[src/rtl/input_conditioner.sv]
// Synchronizes and debounces 2 active-low keys and 10 switches, with press/release/change pulses.
// Latency: 2 sync + DEBOUNCE_CYCLES + 1 output register cycles per clean step; no backpressure (free-running).
module input_conditioner #(
  parameter int unsigned DEBOUNCE_CYCLES = 500000,
  parameter int unsigned CNT_W           = 24
) (
  input  logic       clk_clk,
  input  logic       reset_reset_n,
  input  logic [1:0] key_n_in,
  input  logic [9:0] sw_in,
  output logic [1:0] button_export,
  output logic [9:0] switch_export,
  output logic [1:0] btn_press,
  output logic [1:0] btn_release,
  output logic [9:0] sw_change
);

  localparam int N = 12;
  // Bits [1:0] are the active-low keys (idle high), bits [11:2] the switches (idle low).
  localparam logic [N-1:0]     IDLE_VAL = {10'h000, 2'b11};
  localparam logic [CNT_W-1:0] CNT_MAX  = CNT_W'(DEBOUNCE_CYCLES - 1);

  typedef enum logic {STABLE, PENDING} state_t;

  logic [1:0]       rst_sync;
  logic             run;
  logic [N-1:0]     raw;
  logic [N-1:0]     meta;
  logic [N-1:0]     synced;
  logic [N-1:0]     stable_q;
  logic [N-1:0]     stable_d;
  logic [N-1:0]     out_q;
  state_t           state_q [N];
  state_t           state_d [N];
  logic [CNT_W-1:0] cnt_q   [N];
  logic [CNT_W-1:0] cnt_d   [N];
  logic [1:0]       press_q;
  logic [1:0]       release_q;
  logic [9:0]       change_q;

  assign raw = {sw_in, key_n_in};
  assign run = rst_sync[1];

  always_ff @(posedge clk_clk or negedge reset_reset_n) begin
    if (!reset_reset_n) begin
      rst_sync <= 2'b00;
      meta     <= IDLE_VAL;
      synced   <= IDLE_VAL;
    end else begin
      rst_sync <= {rst_sync[0], 1'b1};
      meta     <= raw;
      synced   <= meta;
    end
  end

  // Debouncers stay frozen until the internal reset release has propagated.
  always_comb begin
    stable_d = stable_q;
    for (int i = 0; i < N; i++) begin
      state_d[i] = state_q[i];
      cnt_d[i]   = cnt_q[i];
      if (run) begin
        unique case (state_q[i])
          STABLE: begin
            if (synced[i] != stable_q[i]) begin
              state_d[i] = PENDING;
              cnt_d[i]   = CNT_W'(1);
            end else begin
              cnt_d[i] = '0;
            end
          end
          PENDING: begin
            if (synced[i] == stable_q[i]) begin
              state_d[i] = STABLE;
              cnt_d[i]   = '0;
            end else if (cnt_q[i] == CNT_MAX) begin
              stable_d[i] = synced[i];
              state_d[i]  = STABLE;
              cnt_d[i]    = '0;
            end else begin
              cnt_d[i] = cnt_q[i] + CNT_W'(1);
            end
          end
        endcase
      end
    end
  end

  always_ff @(posedge clk_clk or negedge reset_reset_n) begin
    if (!reset_reset_n) begin
      stable_q <= IDLE_VAL;
      for (int i = 0; i < N; i++) begin
        state_q[i] <= STABLE;
        cnt_q[i]   <= '0;
      end
    end else begin
      stable_q <= stable_d;
      for (int i = 0; i < N; i++) begin
        state_q[i] <= state_d[i];
        cnt_q[i]   <= cnt_d[i];
      end
    end
  end

  // Events compare the stable value with the previous export, so they line up with the export change.
  always_ff @(posedge clk_clk or negedge reset_reset_n) begin
    if (!reset_reset_n) begin
      out_q     <= IDLE_VAL;
      press_q   <= 2'b00;
      release_q <= 2'b00;
      change_q  <= 10'h000;
    end else begin
      out_q     <= stable_q;
      press_q   <= out_q[1:0] & ~stable_q[1:0];
      release_q <= ~out_q[1:0] & stable_q[1:0];
      change_q  <= out_q[11:2] ^ stable_q[11:2];
    end
  end

  assign button_export = out_q[1:0];
  assign switch_export = out_q[11:2];
  assign btn_press     = press_q;
  assign btn_release   = release_q;
  assign sw_change     = change_q;

endmodule

[config.mk]
export PLATFORM = sky130hd
export DESIGN_NAME = input_conditioner
export DESIGN_NICKNAME = d
export VERILOG_FILES = /design/src/rtl/input_conditioner.sv
export SDC_FILE = /design/constraint.sdc
export NUM_CORES = 1
export LEC_CHECK = 0
export ABC_AREA = 1
export CAP_MARGIN = 20
export CORE_MARGIN = 1.5
export CORE_UTILIZATION = 30
export DETAILED_ROUTE_END_ITERATION = 8
export SETUP_SLACK_MARGIN = 0.5
export SLEW_MARGIN = 10
export SYNTH_ARGS = -nofsm -noshare
export SYNTH_HDL_FRONTEND = slang
export SYNTH_SLANG_ARGS = --single-unit
export TNS_END_PERCENT = 30
[constraint.sdc]
create_clock -name clk_clk -period 1.55 [get_ports clk_clk]
set_input_delay 0.31 -clock clk_clk [delete_from_list [all_inputs] [get_ports clk_clk]]
set_output_delay 0.31 -clock clk_clk [all_outputs]
set_load 0.05 [all_outputs]
==> out/qor.txt <==
Hold Crit Class: in2reg
total negative slack: -2.01 ns
largest net degree at the start of global routing: 65
Mapped Area: 0.0206 sq mm
share of the synthesized area in the top cell type: 43.3%
GRT Total Usage: 15.9%
CTS Sinks: 364
Crit path max-delay family: flip-flops
TritonCTS Buffers: 45
Cell Chain, Critical Path: buf_12
Chip Width: 265 um
internal cell power: 17.5 mW
Post-DP HPWL: 36.2 mm
Synth Area per Inst: 7.32 sq um
Yosys top cell by area: dfrtp_1
r2r setup slk: -0.07 ns
vias in the first global route: 19100
post-route ant nets: 0
Crit path arrival time: 1.35 ns
Initial DRT Pass Iterations: 5
gr ovfl total: 0
slowest cell delay on critical path: 0.61 ns
WHS Endpoint: meta[1]$_DFF_PN1_
port bufs: 39
maximum vdd drop: 0.764 mV
H-tree Lvls: 2
sw frac: 23.8%
TritonCTS clock tree: yes
CP Class: reg2out
fillers: 6387
fraction of layout cells with a size suffix above 1: 32.6%
met1 usage: 21.4%
CP max FO: 3
Tcrit/Tclk final: 107%
post-route setup slack: -0.106 ns
power share of the clock group: 49.0%
critical path's slowest cell: dfstp_2
Comb pwr share: 8.2%
PnR Total Power: 23.0 mW
final WL: 56.8 mm
P_sw: 5.46 mW
Hold Path Depth: 1
initial antenna violation count: 0
Seq/Total Area, Yosys: 44.3%
violated checks: setup timing
pins over their slew limit: 0
vias per cell: 4.69
Pwr Density: 759 mW/mm^2
detailed-route via count: 19700
Initial Utilization: 30.5%
Reg2Reg Depth: 11
final instance area: 0.0303 sq mm
first-pass GRT wire length: 93.5 mm
core area: 0.0675 sq mm
Worst Setup SP: out_q[0]$_DFF_PN1_
hold_ws: 0.139 ns
cell leakage power: 13.6 nW
max-cap violations: 0
Synth cell types: 51
Final setup violation count: 71
GP Congestion: 0.876
Synth Flop Type: dfrtp_1
placed cell area: 0.0246 sq mm
min-delay src: key_n_in[1]
ys async rst share: 100%
Req. time, crit path: 1.24 ns
flops & latches, synth: 364
FF-to-FF End: cnt_q[234]$_DFFE_PN0P_
nets@finish: 3310
busiest grt layer: met2
YS warnings: 0
GRT met2 Usage: 26.6%
status: complete, but fails checks
root buf cell: clkbuf_16
wire per inst: 13.6 um
full die area: 0.0702 sq mm
row cnt: 95
skew final: 0.0201 ns
Reg2Reg Launch Point: rst_sync[1]$_DFF_PN0_
CP Launch Type: register
Post-Syn Instances: 2812
Top Ports: 40
crit end category: output port
leading cell type in the layout, fill and taps excluded: nand2_1
Seq pwr share: 42.8%
grt met3 use: 2.03%
final hold violations: 0
initial DRC count: 1203
clk slew on worst S/H paths: 0.06 ns
Max Root-Sink Buffers: 3
Clk Latency, worst-skew pair: 0.58 ns
post-route minimum period: 1.66 ns
Post-synth EDFFs: 0
area grow syn2layout: 47.0%
Die Height: 265 um
Synth area leaders: dfrtp_1 43%, nand2_1 14%, nor2_1 8.7%
RSZ-0062 raised after global routing: yes
Buf/Inv on CP: 1
max frequency: 604 MHz
most frequent cells in the layout: 631 x nand2_1, 363 x nor2_1, 340 x dfrtp_1
# diodes: 0
Net Count, Synth: 2838
DRC: 0
-- power groups by stage --
stage | combinational [mW] | sequential (mW) | clock (mW)
finish | 1.89 | 9.83 | 11.3
global route | 2.07 | 9.84 | 12.0
CTS | 1.74 | 9.81 | 11.6
detailed placement | 1.26 | 9.95 | 0
global placement | 1.25 | 9.95 | 0
floorplan | 0.597 | 9.93 | 0
-- worst max path at each step --
| stage | cells past startpoint | to | slack (ns) |
|---|---|---|---|
| detailed placement | 8 | cnt_q[117]$_DFFE_PN0P_ | -0.11 |
| floorplan | 9 | cnt_q[101]$_DFFE_PN0P_ | 0.08 |
| global placement | 8 | cnt_q[116]$_DFFE_PN0P_ | -0.05 |
| global route | 9 | cnt_q[112]$_DFFE_PN0P_ | -0.19 |
| finish | 1 | button_export[0] | -0.11 |
| CTS | 1 | button_export[0] | -0.16 |
-- area by class of cell --
type	instances	area (sq um)	area share (%)
Multi-Input combinational cell	2056	12400	40.8
Sequential cell	364	9140	30.2
Timing Repair Buffer	470	4710	15.5
Inverter	344	1360	4.49
Clock buffer	66	1350	4.45
Tap cell	873	1090	3.61
Clock inverter	17	241	0.797
Timing Repair inverter	3	33.8	0.112
-- routing by layer --
| layer | vias to the layer above | wire length [um] | share of wire [%] |
|---|---|---|---|
| li1 | 9938 | - | - |
| met1 | 9315 | 26400 | 46 |
| met2 | 328 | 27000 | 48 |
| met3 | 97 | 2120 | 3.7 |
| met4 | 0 | 1280 | 2.3 |
| met5 | - | 0 | 0 |
-- kinds of logic after synthesis --
group / after synthesis / synth area share, %
AND/OR/NAND/NOR: 1741 / 37.1
buffers and inverters: 396 / 7.86
flip-flops: 364 / 44.3
AO/OA/AOI/OAI: 176 / 4.82
XOR/XNOR: 122 / 5.19
adder cells (fa/ha/maj): 12 / 0.729
other: 1 / 0.0182
-- synthesized netlist by cell type (12+ instances only) --
cell type and instances:
buf_4 12, ha_1 12, nand4_1 90, nor3_1 77, buf_2 29, nor2_1 476
dfrtp_1 356, xnor2_1 19, a21oi_1 33, o22ai_1 32, nand3b_1 16, inv_1 336
xor2_1 103, nand2_1 743, nand3_1 245, o21ai_0 76, nor2_4 18, nor2_2 19
o21ai_1 13
-- sequential cells by signal, summed over array words and instances (netlist names) --
register,flops
btn_press,2
rst_sync,2
synced,12
sw_change,10
state_q,12
meta,12
btn_release,2
stable_q,12
out_q,12
cnt_q,288
-- per-stage QoR --
stage | std cells | utilization [%] | worst slack [ns]
after detailed placement | 3975 | 36.5 | -0.107
after floorplan | 2812 | - | 0.0819
after global placement | 3975 | 36.5 | -0.0455
after CTS | 4149 | 42.5 | -0.157
after global routing | 4193 | 44.8 | -0.193
final | 4193 | 44.8 | -0.106
-- what timing repair did --
| action | in CTS | in global routing |
|---|---|---|
| hold endpoints to repair | 245 | 0 |
| gates cloned | 17 | 3 |
| endpoints found under the setup margin | 338 | 338 |
| gates resized for setup | 404 | 311 |
| hold buffers | 1 | 0 |
| pin swaps | 192 | 189 |
| buffers inserted | 73 | 41 |
Power figures use the tool's default switching activity.
